File: src/rtl/float16_pkg.sv
// Shared definitions for the half-precision arithmetic blocks (divider, multiplier).
// Field widths, special encodings, the divider FSM states and the float16 field layout.
package float16_pkg;

  localparam int EXP_W    = 5;
  localparam int FRAC_W   = 10;
  localparam int EXP_BIAS = 15;

  localparam logic [15:0] POS_INF = 16'h7C00;
  localparam logic [15:0] QNAN    = 16'h7E00;

  typedef enum logic [1:0] {
    ST_IDLE,
    ST_DIVIDE,
    ST_NORM,
    ST_DONE
  } div_state_t;

  typedef struct packed {
    logic              sign;
    logic [EXP_W-1:0]  exponent;
    logic [FRAC_W-1:0] frac;
  } float16_t;

endpackage

File: src/rtl/float16_classify.sv
// Combinational operand classifier for half-precision values.
// Subnormals report as zero because the arithmetic blocks flush them.
module float16_classify
  import float16_pkg::*;
(
  input  logic [15:0] x,
  output logic        is_neg,
  output logic        is_zero,
  output logic        is_inf,
  output logic        is_nan
);

  float16_t f;

  assign f       = x;
  assign is_neg  = f.sign;
  assign is_zero = (f.exponent == '0);
  assign is_inf  = (f.exponent == '1) && (f.frac == '0);
  assign is_nan  = (f.exponent == '1) && (f.frac != '0);

endmodule

File: src/rtl/float_divider.sv
// Sequential half-precision divider: restoring mantissa division, one quotient bit
// per cycle, fixed 14-cycle latency from accepted start to done.
module float_divider
  import float16_pkg::*;
(
  input  logic        clk,
  input  logic        reset,
  input  logic        start,
  input  logic [15:0] floatA,
  input  logic [15:0] floatB,
  output logic        busy,
  output logic        done,
  output logic [15:0] quotient
);

  div_state_t        state_q, state_d;
  float16_t          a_q, a_d;
  float16_t          b_q, b_d;
  logic [11:0]       rem_q, rem_d;
  logic [10:0]       div_q, div_d;
  logic [11:0]       quo_bits_q, quo_bits_d;
  logic [3:0]        count_q, count_d;
  logic signed [6:0] exp_q, exp_d;
  logic [15:0]       quotient_q, quotient_d;

  logic a_neg, a_zero, a_inf, a_nan;
  logic b_neg, b_zero, b_inf, b_nan;

  logic              sign;
  logic [9:0]        mant;
  logic signed [6:0] e_adj;
  logic [15:0]       result;
  logic              rem_ge;

  float16_classify u_class_a (
    .x       (a_q),
    .is_neg  (a_neg),
    .is_zero (a_zero),
    .is_inf  (a_inf),
    .is_nan  (a_nan)
  );

  float16_classify u_class_b (
    .x       (b_q),
    .is_neg  (b_neg),
    .is_zero (b_zero),
    .is_inf  (b_inf),
    .is_nan  (b_nan)
  );

  assign rem_ge = (rem_q >= {1'b0, div_q});

  // Result packing; specials override the numeric path but the divide still runs.
  always_comb begin
    sign   = a_neg ^ b_neg;
    mant   = '0;
    e_adj  = '0;
    result = '0;
    if (a_nan || b_nan || (a_zero && b_zero) || (a_inf && b_inf)) begin
      result = QNAN;
    end else if (b_zero || a_inf) begin
      result = {sign, POS_INF[14:0]};
    end else if (a_zero || b_inf) begin
      result = {sign, 15'h0000};
    end else begin
      if (quo_bits_q[11]) begin
        mant  = quo_bits_q[10:1];
        e_adj = exp_q;
      end else begin
        mant  = quo_bits_q[9:0];
        e_adj = exp_q - 7'sd1;
      end
      if (e_adj >= 7'sd31) begin
        result = {sign, POS_INF[14:0]};
      end else if (e_adj <= 7'sd0) begin
        result = {sign, 15'h0000};
      end else begin
        result = {sign, e_adj[4:0], mant};
      end
    end
  end

  always_comb begin
    state_d    = state_q;
    a_d        = a_q;
    b_d        = b_q;
    rem_d      = rem_q;
    div_d      = div_q;
    quo_bits_d = quo_bits_q;
    count_d    = count_q;
    exp_d      = exp_q;
    quotient_d = quotient_q;
    case (state_q)
      ST_IDLE: begin
        if (start) begin
          a_d        = floatA;
          b_d        = floatB;
          rem_d      = {2'b01, floatA[9:0]};
          div_d      = {1'b1, floatB[9:0]};
          exp_d      = $signed({2'b00, floatA[14:10]}) - $signed({2'b00, floatB[14:10]})
                       + $signed(7'(EXP_BIAS));
          count_d    = 4'd11;
          quo_bits_d = '0;
          state_d    = ST_DIVIDE;
        end
      end
      ST_DIVIDE: begin
        quo_bits_d[count_q] = rem_ge;
        if (rem_ge) begin
          rem_d = (rem_q - {1'b0, div_q}) << 1;
        end else begin
          rem_d = rem_q << 1;
        end
        count_d = count_q - 4'd1;
        if (count_q == 4'd0) begin
          state_d = ST_NORM;
        end
      end
      ST_NORM: begin
        quotient_d = result;
        state_d    = ST_DONE;
      end
      ST_DONE: begin
        state_d = ST_IDLE;
      end
      default: begin
        state_d = ST_IDLE;
      end
    endcase
  end

  always_ff @(posedge clk or posedge reset) begin
    if (reset) begin
      state_q    <= ST_IDLE;
      a_q        <= '0;
      b_q        <= '0;
      rem_q      <= '0;
      div_q      <= '0;
      quo_bits_q <= '0;
      count_q    <= '0;
      exp_q      <= '0;
      quotient_q <= '0;
    end else begin
      state_q    <= state_d;
      a_q        <= a_d;
      b_q        <= b_d;
      rem_q      <= rem_d;
      div_q      <= div_d;
      quo_bits_q <= quo_bits_d;
      count_q    <= count_d;
      exp_q      <= exp_d;
      quotient_q <= quotient_d;
    end
  end

  assign busy     = (state_q != ST_IDLE);
  assign done     = (state_q == ST_DONE);
  assign quotient = quotient_q;

endmodule

File: config.mk
export PLATFORM = sky130hd
export DESIGN_NAME = float_divider
export DESIGN_NICKNAME = d
export VERILOG_FILES = /design/src/rtl/float16_pkg.sv /design/src/rtl/float16_classify.sv /design/src/rtl/float_divider.sv
export SDC_FILE = /design/constraint.sdc
export NUM_CORES = 1
export LEC_CHECK = 0
export ABC_AREA = 1
export CAP_MARGIN = 20
export CORE_UTILIZATION = 40
export CTS_CLUSTER_SIZE = 12
export DETAILED_ROUTE_END_ITERATION = 8
export SYNTH_ARGS = -nofsm -noshare
export SYNTH_HDL_FRONTEND = slang
export SYNTH_SLANG_ARGS = --single-unit
File: constraint.sdc
create_clock -name clk -period 8.56 [get_ports clk]
set_input_delay 2.568 -clock clk [delete_from_list [all_inputs] [get_ports clk]]
set_output_delay 2.568 -clock clk [all_outputs]
set_load 0.01 [all_outputs]
; Word level (Yosys, flattened, before mapping)
; Index checks and enable logic that the tools add are counted.
[op_classes]
add_sub_neg = 5
order_cmp = 5
n_eq_ne = 7
mux = 23
bitwise = 1
reduce_logical = 25
[op_table]
columns = op, count
row1 = 15-bit two-way mux, 4
row2 = 12-bit case mux with 2 select lines, 2
row3 = 12-bit two-way mux, 3
row4 = 7-bit two-way mux, 4
row5 = 10-bit zero test, 2
row6 = 10-bit nonzero test, 2
row7 = 16-bit two-way mux, 1
row8 = 12-bit bitwise mux, 1
row9 = 12-bit by 11-bit >= comparator with 1-bit output, 1
row10 = 11-bit subtractor, 1
row11 = 5-bit equality test (second input constant), 2
row12 = 5-bit zero test, 2
row13 = 10-bit two-way mux, 1
row14 = 2-bit case mux with 4 select lines, 1
row15 = 4-bit case mux with 2 select lines, 1
row16 = 6-bit by 5-bit adder with 7-bit output (second input constant), 1
row17 = 7-bit by 6-bit >= comparator with 1-bit output (second input constant), 1
row18 = 7-bit by 1-bit less-or-equal comparator with 1-bit output (second input constant), 1
row19 = 1-bit logical AND, 7
row20 = 7-bit by 2-bit subtractor with 7-bit output (second input constant), 1
row21 = 2-bit AND reduction, 3
row22 = 5-bit by 5-bit subtractor with 6-bit output, 1
row23 = 1-bit logical OR, 5
row24 = 4-bit by 5-bit < comparator with 1-bit output (second input constant), 1
row25 = other kinds (13), 17
[totals]
reg_bits = 96
in_bits = 35
out_inout_bits = 18
word_cells = 79

; Depth between registers and ports, before layout
; Gate-level depths: netlist of run 1.
[depth]
word_depth = 12
mapped_depth = 13
mapped_depth_nobuf = 13

; Cells and area by module
; From an unflattened synthesis of run 1, not the netlist that was laid out.
[unflattened]
cells_unflattened = 706
area_unflattened_um2 = 5261.3
[by_module_without_submodules]
columns = module, instances, cells_each, area_per_inst_um2, seq_area_each_um2
row1 = float_divider, 1, 662, 5058.6, 2152.1
row2 = float16_classify, 2, 22, 101.3, 0.0

; Worst setup path after synthesis of run 1
; OpenSTA, ideal clock, no wires.
[synth_path]
path_kind = in2reg
start = input port floatA[10]
end = register exp_q[5]
setup_time_ps = 131
t_arrival_ps = 3902
required_time_ps = 8429
setup_slack_ps = 4528
path_stages = 12
path_buffers = 0
cell_sequence = inv_1 -> ha_1 -> inv_1 -> fa_1 -> xnor2_1 -> nand2_1 -> nor2_1 -> nand2_1 -> nand2_1 -> nand2_1 -> nand3_1 -> o21ai_0
[synth_between]
elab_chain_len = 2
[synth_rtl]
columns = element, line
row1 = from (decl), float_divider.sv:9  ; input logic [15:0] floatA,
row2 = 5-bit by 5-bit subtractor with 6-bit output, float_divider.sv:100  ; exp_d = $signed({2'b00, floatA[14:10]}) - $signed({2'b00, floatB[14:10]})
row3 = 6-bit by 5-bit adder with 7-bit output, float_divider.sv:101  ; + $signed(7'(EXP_BIAS));
row4 = to (signal assigned), float_divider.sv:151  ; exp_q <= exp_d;
row5 = to (decl), float_divider.sv:23  ; logic signed [6:0] exp_q, exp_d;
; No other way between the ends.
; A chain may end at the register's enable or synchronous reset.

; Final worst setup path of run 1
[layout_path]
start = input port start
end = register count_q[2]
[layout_between]
elab_chain_len = 2
[layout_rtl]
columns = element, line
row1 = from (decl), float_divider.sv:8  ; input logic start,
row2 = 2-bit != test (no line), --
row3 = 2-bit AND reduction (no line), --
row4 = to (signal assigned), float_divider.sv:150  ; count_q <= count_d;
row5 = to (decl), float_divider.sv:22  ; logic [3:0] count_q, count_d;
; No other way between the ends.

==> results of run 1 <==
-- kinds of logic after synthesis --
| kind of cell | after synthesis | synth area share [%] |
|---|---|---|
| AOI/OAI and AO/OA | 123 | 12.8 |
| adders and majority gates | 28 | 7.02 |
| xor gates and xnor gates | 8 | 1.35 |
| buffers and inverters | 105 | 7.96 |
| and+or+nand+nor | 355 | 29.4 |
| DFF | 86 | 41.4 |
-- registers in the layout, indices dropped and copies added, names as in the netlist --
signal / cells
a_q: 16
b_q: 15
count_q: 4
div_q: 2
exp_q: 7
quo_bits_q: 12
quotient: 16
rem_q: 12
state_q: 2
-- synth_stat cells, drive strengths merged --
| cell type | count | share of area, % |
|---|---|---|
| a21oi | 51 | 5.2 |
| dfrtp | 86 | 41 |
| xnor2 | 5 | 0.84 |
| a31oi | 2 | 0.24 |
| nand3 | 49 | 5.5 |
| nand3b | 2 | 0.29 |
| nand2 | 211 | 15 |
| clkinv | 1 | 0.072 |
| nor3 | 13 | 1.6 |
| xor2 | 3 | 0.51 |
| inv | 83 | 6.0 |
| nor2 | 63 | 4.6 |
| ha | 26 | 6.3 |
| clkbuf | 15 | 1.1 |
| o21ai | 51 | 5.0 |
| fa | 2 | 0.77 |
| a22oi | 1 | 0.14 |
| buf | 6 | 0.82 |
| nand4 | 14 | 1.7 |
| a21boi | 1 | 0.14 |
| o22ai | 14 | 1.7 |
| a22o | 1 | 0.17 |
| o21bai | 2 | 0.29 |
| or2 | 3 | 0.36 |
-- metrics by stage --
| stage | utilization [%] | hold WS (ns) | setup WS [ns] | power (mW) | cells |
|---|---|---|---|---|---|
| 2_1_floorplan | - | 0.426 | 3.77 | 1.73 | 705 |
| 3_3_place_gp | 46.3 | 0.447 | 3.04 | 2.03 | 911 |
| 3_5_place_dp | 46.3 | 0.451 | 2.96 | 2.08 | 911 |
| 4_1_cts | 48.5 | 0.466 | 3.31 | 2.46 | 927 |
| 5_1_grt | 48.7 | 0.506 | 3.01 | 2.69 | 928 |
| 6_report | 48.7 | 0.458 | 3.30 | 2.44 | 928 |
-- routing by layer --
metal  GRT usage, %  wire, µm  vias to the layer above
met5              0         0                        -
met4           6.92       239                        0
met3           3.40       469                       18
met2           35.9      6070                       85
met1           24.1      5520                     2102
li1               -         -                     2389
-- worst reg2reg max path, stage by stage, from the launching register on --
cell and delay, ns:
dfrtp_1 0.40, inv_1 0.08, ha_1 0.22, nand2_1 0.06, buf_4 0.31, inv_2 0.39, a21oi_2 0.89, inv_1 0.50
nand2_1 0.20, o22ai_1 0.08, a21oi_1 0.12
-- worst paths after layout --
kind | start | to | slack [ns] | cells past startpoint
setup / recovery | start | count_q[2] | 3.30 | 9
hold / removal | div_q[10] | div_q[10] | 0.46 | 2
setup reg to reg | state_q[0] | count_q[2] | 5.25 | 10
hold reg to reg | div_q[10] | div_q[10] | 0.46 | 2
max in group asynchronous | reset | rem_q[10] | 5.40 | 4
min in group asynchronous | reset | quotient[10] | 2.55 | 3
-- layout make-up --
| class | instances | area [µm²] | area share [%] |
|---|---|---|---|
| Inverter | 84 | 317 | 5.13 |
| Timing Repair Buffer | 56 | 571 | 9.25 |
| Sequential cell | 86 | 2150 | 34.9 |
| Clock inverter | 7 | 55.1 | 0.892 |
| Tap cell | 172 | 215 | 3.49 |
| Multi-Input combinational cell | 514 | 2640 | 42.7 |
| Clock buffer | 9 | 225 | 3.65 |
-- cells in the final DEF (no fill, tap or decap), drive strengths merged --
cell / n
nor2: 63
clkinv: 4
a22oi: 1
nor3: 13
fa: 2
inv: 86
clkdlybuf4s50: 52
clkinvlp: 1
nand3: 49
buf: 4
clkbuf: 9
ha: 26
xor2: 3
a31oi: 2
xnor2: 5
a21boi: 1
nand3b: 2
o21ai: 51
nand2: 211
nand4: 14
o22ai: 14
or2: 3
dfrtp: 86
a21oi: 51
o21bai: 2
a22o: 1
-- power by group --
| group | switching (mW) | internal (mW) |
|---|---|---|
| clock network | 0.172 | 0.201 |
| registers | 0.124 | 0.584 |
| logic | 0.854 | 0.507 |
| total | 1.15 | 1.29 |
==> flow_metrics.env, run 1 <==
export IMPL_core_area_mm2=0.0127
export IMPL_worstSetupEndpointType="flip-flop"
export IMPL_rsz0062_at_grt="false"
export IMPL_worstMarginPinSlew_ns=1.06
export IMPL_drcViolationCount=0
export IMPL_start_util_pct=41.0
export IMPL_cpMaxStageDelayCell="a21oi_2"
export IMPL_finalWeightedCongestion=0.855
export IMPL_htree_levels=3
export IMPL_cap_violations=0
export IMPL_wire_per_inst_um=13.3
export IMPL_first_pass_iters=5
export IMPL_worstSetupPathType="primary input to flip-flop"
export IMPL_gr_total_overflow=0
export IMPL_syn_area_mm2=0.00520
export IMPL_ys_warnings_count=0
export IMPL_cpMostUsedCell="nand2_1"
export IMPL_p_per_area_mw_per_mm2=396
export IMPL_cp_cell_sequence="clkdlybuf4s50_1 -> nand2_1 -> buf_4 -> inv_2 -> a21oi_2 -> inv_1 -> nand2_1 -> o22ai_1 -> a21oi_1"
export IMPL_leakagePower_nw=2.94
export IMPL_grt_max_degree=87
export IMPL_io_buffers=52
export IMPL_vdd_drop_max_v=0.000195
export IMPL_synthCells=705
export IMPL_status="complete, no violations"
export IMPL_ios=53
export IMPL_numCtsBuffers=9
export IMPL_grt_usage_pct=20.0
export IMPL_fin_nets=814
export IMPL_totalWireLength_um=12300
export IMPL_postPlaceCellArea_mm2=0.00586
export IMPL_fin_crit_sh_pct=61.4
export IMPL_cts_resized=0
export IMPL_die_height_um=116
export IMPL_path_delay_family="buffers and inverters"
export IMPL_n_fill_cell=1281
export IMPL_critPathBufInv=4
export IMPL_first_global_vias=4426
export IMPL_max_stage_delay_ns=0.88
export IMPL_start_kind="primary input"
export IMPL_dp_hpwl_um=9290
export IMPL_clk_latency_ns=0.35
export IMPL_worstPathRequired_ns=8.84
export IMPL_syn_nets=768
export IMPL_yosysSeqAreaShare_pct=41.4
export IMPL_cts_tree="built"
export IMPL_antenna_found_initial=0
export IMPL_fp_row_count=41
export IMPL_ant_nets=0
export IMPL_cp_max_fo=46
export IMPL_drtIter0Drc=214
export IMPL_clk_pin_slew_ns=0.07
export IMPL_vias_per_cell=4.95
export IMPL_vias=4594
export IMPL_cts_sinks=86
export IMPL_clock_skew_ns=0.0102
export IMPL_area_delta_synth_final_pct=18.6
export IMPL_grt_pass1_wl_um=20700
export IMPL_hold_buffers=0
export IMPL_diodes=0
export IMPL_crit_arrival_ns=5.54
export IMPL_clockBufferDepth=2
export IMPL_hold_viol=0
export IMPL_max_slew_margin_pct=29.6
export IMPL_setup_violations=0
export IMPL_slew_viol_final=0
export IMPL_layout_drive_gt1_share_pct=5.16
export IMPL_hp_class="flip-flop to flip-flop"
export IMPL_ys_ff_latch=86
export IMPL_dieArea_mm2=0.0135
export IMPL_fin_area_mm2=0.00617
export IMPL_cts_root_buf="clkbuf_16"
export IMPL_fmax_mhz=190
export IMPL_die_x_um=116
export IMPL_fin_setup_tns_ns=0
export IMPL_ys_types=39
export IMPL_finalCriticalPeriod_ns=5.26
export IMPL_postCtsSetupRepairBufs=0
export IMPL_synth_area_per_cell_um2=7.38
(Power assumes the default switching activity.)
==> run 2: changes to the inputs <==
==> constraint.sdc (replaced) <==
create_clock -name clk -period 5.1 [get_ports clk]
set_input_delay 1.53 -clock clk [delete_from_list [all_inputs] [get_ports clk]]
set_output_delay 1.53 -clock clk [all_outputs]
set_load 0.01 [all_outputs]
==> run 2 against run 1 <==
Via count decreased by 1.0%. Register-to-register slack worse by 2.6 ns. Count of clock-buffer cells in the layout increased by 2. Final area shrank 0.43%. Worst hold slack better by 0.0032 ns. Largest cell class unchanged. Worst setup slack worse by 1.5 ns. Combinational power grew 68%. Critical path depth grew 1.
==> flow_metrics.env, run 2 (synthesis results as in run 1) <==
export IMPL_status="complete, no violations"
export IMPL_p_per_area_mw_per_mm2=664
export IMPL_n_fill_cell=1285
export IMPL_hp_class="flip-flop to flip-flop"
export IMPL_fp_row_count=41
export IMPL_first_pass_iters=4
export IMPL_cts_root_buf="clkbuf_16"
export IMPL_post_route_util_pct=48.5
export IMPL_worstSetupPathType="primary input to flip-flop"
export IMPL_htree_levels=3
export IMPL_dp_hpwl_um=9400
export IMPL_postCtsSetupRepairBufs=0
export IMPL_worstMarginPinSlew_ns=0.964
export IMPL_cap_violations=0
export IMPL_finalWeightedCongestion=0.819
export IMPL_cts_resized=0
export IMPL_die_x_um=116
export IMPL_start_kind="primary input"
export IMPL_antenna_found_initial=0
export IMPL_ant_nets=0
export IMPL_rsz0062_at_grt="false"
export IMPL_crit_start="start"
export IMPL_first_global_vias=4414
export IMPL_clk_pin_slew_ns=0.06
export IMPL_cp_max_fo=46
export IMPL_gr_total_overflow=0
export IMPL_wire_per_inst_um=13.2
export IMPL_ios=53
export IMPL_max_stage_delay_ns=0.47
export IMPL_diodes=0
export IMPL_fmax_mhz=302
export IMPL_slew_viol_final=0
export IMPL_layout_drive_gt1_share_pct=5.03
export IMPL_fin_nets=815
export IMPL_dieArea_mm2=0.0135
export IMPL_seq_area_mm2=0.00215
export IMPL_totalWireLength_um=12300
export IMPL_vias=4548
export IMPL_die_height_um=116
export IMPL_leakagePower_nw=2.94
export IMPL_hold_path_startpoint="div_q[10]"
export IMPL_worstSetupEndpointType="flip-flop"
export IMPL_start_util_pct=41.0
export IMPL_hold_buffers=0
export IMPL_worstPathRequired_ns=5.31
export IMPL_grt_pass1_wl_um=21200
export IMPL_cts_tree="built"
export IMPL_vias_per_cell=4.90
export IMPL_numCtsBuffers=9
export IMPL_cts_sinks=86
export IMPL_grt_max_degree=52
export IMPL_drtIter0Drc=254
export IMPL_core_area_mm2=0.0127
export IMPL_postPlaceCellArea_mm2=0.00588
export IMPL_finalCriticalPeriod_ns=3.31
export IMPL_fin_crit_sh_pct=64.9
export IMPL_multiInputGateArea_mm2=0.00264
export IMPL_io_buffers=52
export IMPL_clock_skew_ns=0.00868
export IMPL_fin_setup_tns_ns=0
export IMPL_drcViolationCount=0
export IMPL_clk_latency_ns=0.34
export IMPL_cp_cell_sequence="clkdlybuf4s50_1 -> nand2_1 -> buf_4 -> inv_2 -> buf_4 -> a21oi_2 -> inv_1 -> nand2_1 -> o22ai_1 -> a21oi_1"
export IMPL_r2r_start="b_q[0]"
export IMPL_max_slew_margin_pct=35.7
export IMPL_mostFrequentLayoutCells="nand2_1 (207), dfrtp_1 (86), inv_1 (80)"
export IMPL_crit_arrival_ns=3.52
export IMPL_grt_usage_pct=20.3
export IMPL_layout_commonest_cell="nand2_1"
export IMPL_vdd_drop_max_v=0.000288
export IMPL_clockBufferDepth=2
export IMPL_fin_area_mm2=0.00614
export IMPL_hold_viol=0
export IMPL_setup_violations=0
export IMPL_area_delta_synth_final_pct=18.1
export IMPL_cpMaxStageDelayCell="clkdlybuf4s50_1"
## run 2: changes by cell type in the layout (fill, tap and decap cells not counted), sizes merged
| cell | previous run | this run |
|---|---|---|
| buf | 4 | 5 |
| inv | 86 | 82 |
| clkinv | 4 | 6 |
| clkinvlp | 1 | 0 |
| clkbuf | 9 | 11 |
## run 2: path summary, 6_finish.rpt
| path | slack (ns) | depth (start not counted) | to |
|---|---|---|---|
| setup / recovery | 1.79 | 10 | count_q[2] |
| hold / removal | 0.46 | 2 | div_q[10] |
| setup reg to reg | 2.68 | 7 | quo_bits_q[0] |
| hold reg to reg | 0.46 | 2 | div_q[10] |
| max in group asynchronous | 2.64 | 3 | state_q[0] |
| min in group asynchronous | 1.67 | 2 | quotient[15] |
## run 2: final cells by class
cell class | instances | share of cell area [%]
clock inverters | 4 | 0.387
clock buffers | 11 | 3.95
repair buffers | 57 | 9.08
well taps | 172 | 3.50
flip-flops and latches | 86 | 35.0
multi-input cells | 514 | 42.9
inverters | 84 | 5.15
## run 2: per-stage QoR
| step | power (mW) | setup WS (ns) | hold slack (ns) | cells |
|---|---|---|---|---|
| 2_1_floorplan | 2.90 | 1.35 | 0.426 | 705 |
| 3_3_place_gp | 3.45 | 1.46 | 0.446 | 913 |
| 3_5_place_dp | 3.50 | 1.44 | 0.448 | 913 |
| 4_1_cts | 4.11 | 1.79 | 0.463 | 928 |
| 5_1_grt | 4.54 | 1.65 | 0.498 | 928 |
| 6_report | 4.08 | 1.79 | 0.461 | 928 |
## run 2: routing by layer
layer  vias up  global-route usage (%)  wire length [µm]
met5         -                       0                 0
met4         0                    6.15               229
met3        15                    4.29               369
met2        62                    34.2              5890
met1      2087                    26.1              5770
li1       2384                       -                 -
## run 2: critical path, delay by kind of cell
kind,cells,cell delay (ns)
buffers and inverters,5,1.52
and+or+nand+nor,2,0.18
AOI/OAI and AO/OA,3,0.26
## run 2: power by group
| part | total [mW] | internal, mW | leakage, nW | switching, mW |
|---|---|---|---|---|
| Clock | 0.598 | 0.339 | 0.135 | 0.259 |
| Sequential | 1.20 | 0.982 | 1.07 | 0.214 |
| Combinational | 2.29 | 0.852 | 1.73 | 1.43 |
==> run 3: changes to the inputs <==
==> constraint.sdc (replaced) <==
create_clock -name clk -period 3 [get_ports clk]
set_input_delay 0.9 -clock clk [delete_from_list [all_inputs] [get_ports clk]]
set_output_delay 0.9 -clock clk [all_outputs]
set_load 0.01 [all_outputs]
==> run 3 against run 2 <==
Worst hold slack better by 0.0079 ns. Final cell count increased by 0.22%. Sequential power is 69% higher. Register-to-register slack lost 2.0 ns. Wire length up 0.61%. Count of clock-buffer cells in the layout shrank 2. Sequential share of layout area is 0.22 points lower. Final area rose by 0.63%. Critical path type is now flip-flop to output pin.
==> flow_metrics.env, run 3 (synthesis results as in run 1) <==
export IMPL_cts_sinks=86
export IMPL_clock_skew_ns=0.00762
export IMPL_vdd_drop_max_v=0.000493
export IMPL_drtIter0Drc=226
export IMPL_numCtsBuffers=9
export IMPL_clk_pin_slew_ns=0.07
export IMPL_fin_crit_sh_pct=87.7
export IMPL_antenna_found_initial=0
export IMPL_hp_class="flip-flop to flip-flop"
export IMPL_drcViolationCount=0
export IMPL_vias=4577
export IMPL_totalWireLength_um=12300
export IMPL_gr_total_overflow=0
export IMPL_postCtsSetupRepairBufs=0
export IMPL_rsz0062_at_grt="false"
export IMPL_fp_row_count=41
export IMPL_io_buffers=52
export IMPL_finalCriticalPeriod_ns=2.63
export IMPL_r2r_start="b_q[0]"
export IMPL_p_per_area_mw_per_mm2=1130
export IMPL_fmax_mhz=380
export IMPL_fin_nets=816
export IMPL_worstSetupPathType="flip-flop to output pin"
export IMPL_core_area_mm2=0.0127
export IMPL_dp_cells=914
export IMPL_cts_tree="built"
export IMPL_max_slew_margin_pct=53.6
export IMPL_fin_setup_tns_ns=0
export IMPL_finalPower_mw=7.00
export IMPL_clockBufferDepth=2
export IMPL_htree_levels=3
export IMPL_vias_per_cell=4.92
export IMPL_seq_area_mm2=0.00215
export IMPL_worstSetupEndpointType="output pin"
export IMPL_area_delta_synth_final_pct=18.9
export IMPL_clk_latency_ns=0.34
export IMPL_n_fill_cell=1307
export IMPL_start_kind="flip-flop"
export IMPL_cts_resized=0
export IMPL_worst_slack_ns=0.370
export IMPL_finalWeightedCongestion=0.846
export IMPL_crit_start="state_q[0]"
export IMPL_wire_per_inst_um=13.3
export IMPL_dieArea_mm2=0.0135
export IMPL_worstMarginPinSlew_ns=0.695
export IMPL_hold_viol=0
export IMPL_leakagePower_nw=2.94
export IMPL_slew_viol_final=0
export IMPL_mostFrequentLayoutCells="nand2_1 (207), dfrtp_1 (86), inv_1 (80)"
export IMPL_start_util_pct=41.0
export IMPL_crit_arrival_ns=1.73
export IMPL_grt_max_degree=87
export IMPL_grt_pass1_wl_um=21400
export IMPL_hold_buffers=0
export IMPL_die_height_um=116
export IMPL_fin_cells=930
export IMPL_diodes=0
export IMPL_multiInputGateArea_mm2=0.00264
export IMPL_layout_drive_gt1_share_pct=5.41
export IMPL_ant_nets=0
export IMPL_grt_usage_pct=20.5
export IMPL_first_pass_iters=5
export IMPL_cap_violations=0
export IMPL_ios=53
export IMPL_first_global_vias=4540
export IMPL_layout_commonest_cell="nand2_1"
export IMPL_status="complete, no violations"
export IMPL_cp_max_fo=4
export IMPL_worstPathRequired_ns=2.10
export IMPL_setup_violations=0
export IMPL_cts_root_buf="clkbuf_16"
export IMPL_dp_hpwl_um=9300
export IMPL_hold_path_startpoint="div_q[10]"
export IMPL_post_place_ws_ns=0.0189
export IMPL_die_x_um=116
[run 3: cell types whose count changed in the layout (fill, tap and decap cells not counted), sizes merged]
| cell | previous run | this run |
|---|---|---|
| buf | 5 | 6 |
| clkbuf | 11 | 9 |
| clkinv | 6 | 3 |
| clkinvlp | 0 | 4 |
| inv | 82 | 84 |
[run 3: per-stage QoR]
step                instance area [µm²]  hold slack, ns  utilization, %
CTS                                6180           0.470            48.8
global placement                   5900           0.447            46.6
detailed placement                 5900           0.453            46.6
global route                       6180           0.496            48.8
finish                             6180           0.469            48.8
floorplan                          5200           0.426               -
[run 3: report_power, final]
part / total (mW) / switching, mW / internal [mW]
Combinational: 3.90 / 2.44 / 1.46
Sequential: 2.03 / 0.362 / 1.67
Clock: 1.07 / 0.502 / 0.570
Total: 7.00 / 3.31 / 3.70
[run 3: final timing paths]
check	cells after the start	slack [ns]	to
worst max-delay path	4	0.37	busy
worst min-delay path	2	0.47	div_q[10]
worst max register to register	7	0.68	quo_bits_q[0]
worst min register to register	2	0.47	div_q[10]
max in group asynchronous	3	1.61	rem_q[8]
min in group asynchronous	3	1.01	b_q[3]
[run 3: per-layer routing]
metal  routed length [µm]  GRT usage [%]  share of wire (%)
met3                  334           2.88                2.7
met4                  183           7.01                1.5
met5                    0              0                  0
met2                 5990           35.4                 49
met1                 5840           26.2                 47
[run 3: critical path: stages, from the launching register on]
cell	delay, ns
dfrtp_1	0.40
inv_1	0.09
ha_1	0.21
inv_1	0.13
clkdlybuf4s50_1	0.56
[run 3: layout make-up]
cell class | count | share of cell area [%]
sequential | 86 | 34.8
clock inverter | 7 | 0.931
tap | 172 | 3.48
inverter | 84 | 5.16
clock buffer | 9 | 3.64
multi-input combinational | 514 | 42.6
timing repair buffer | 58 | 9.35
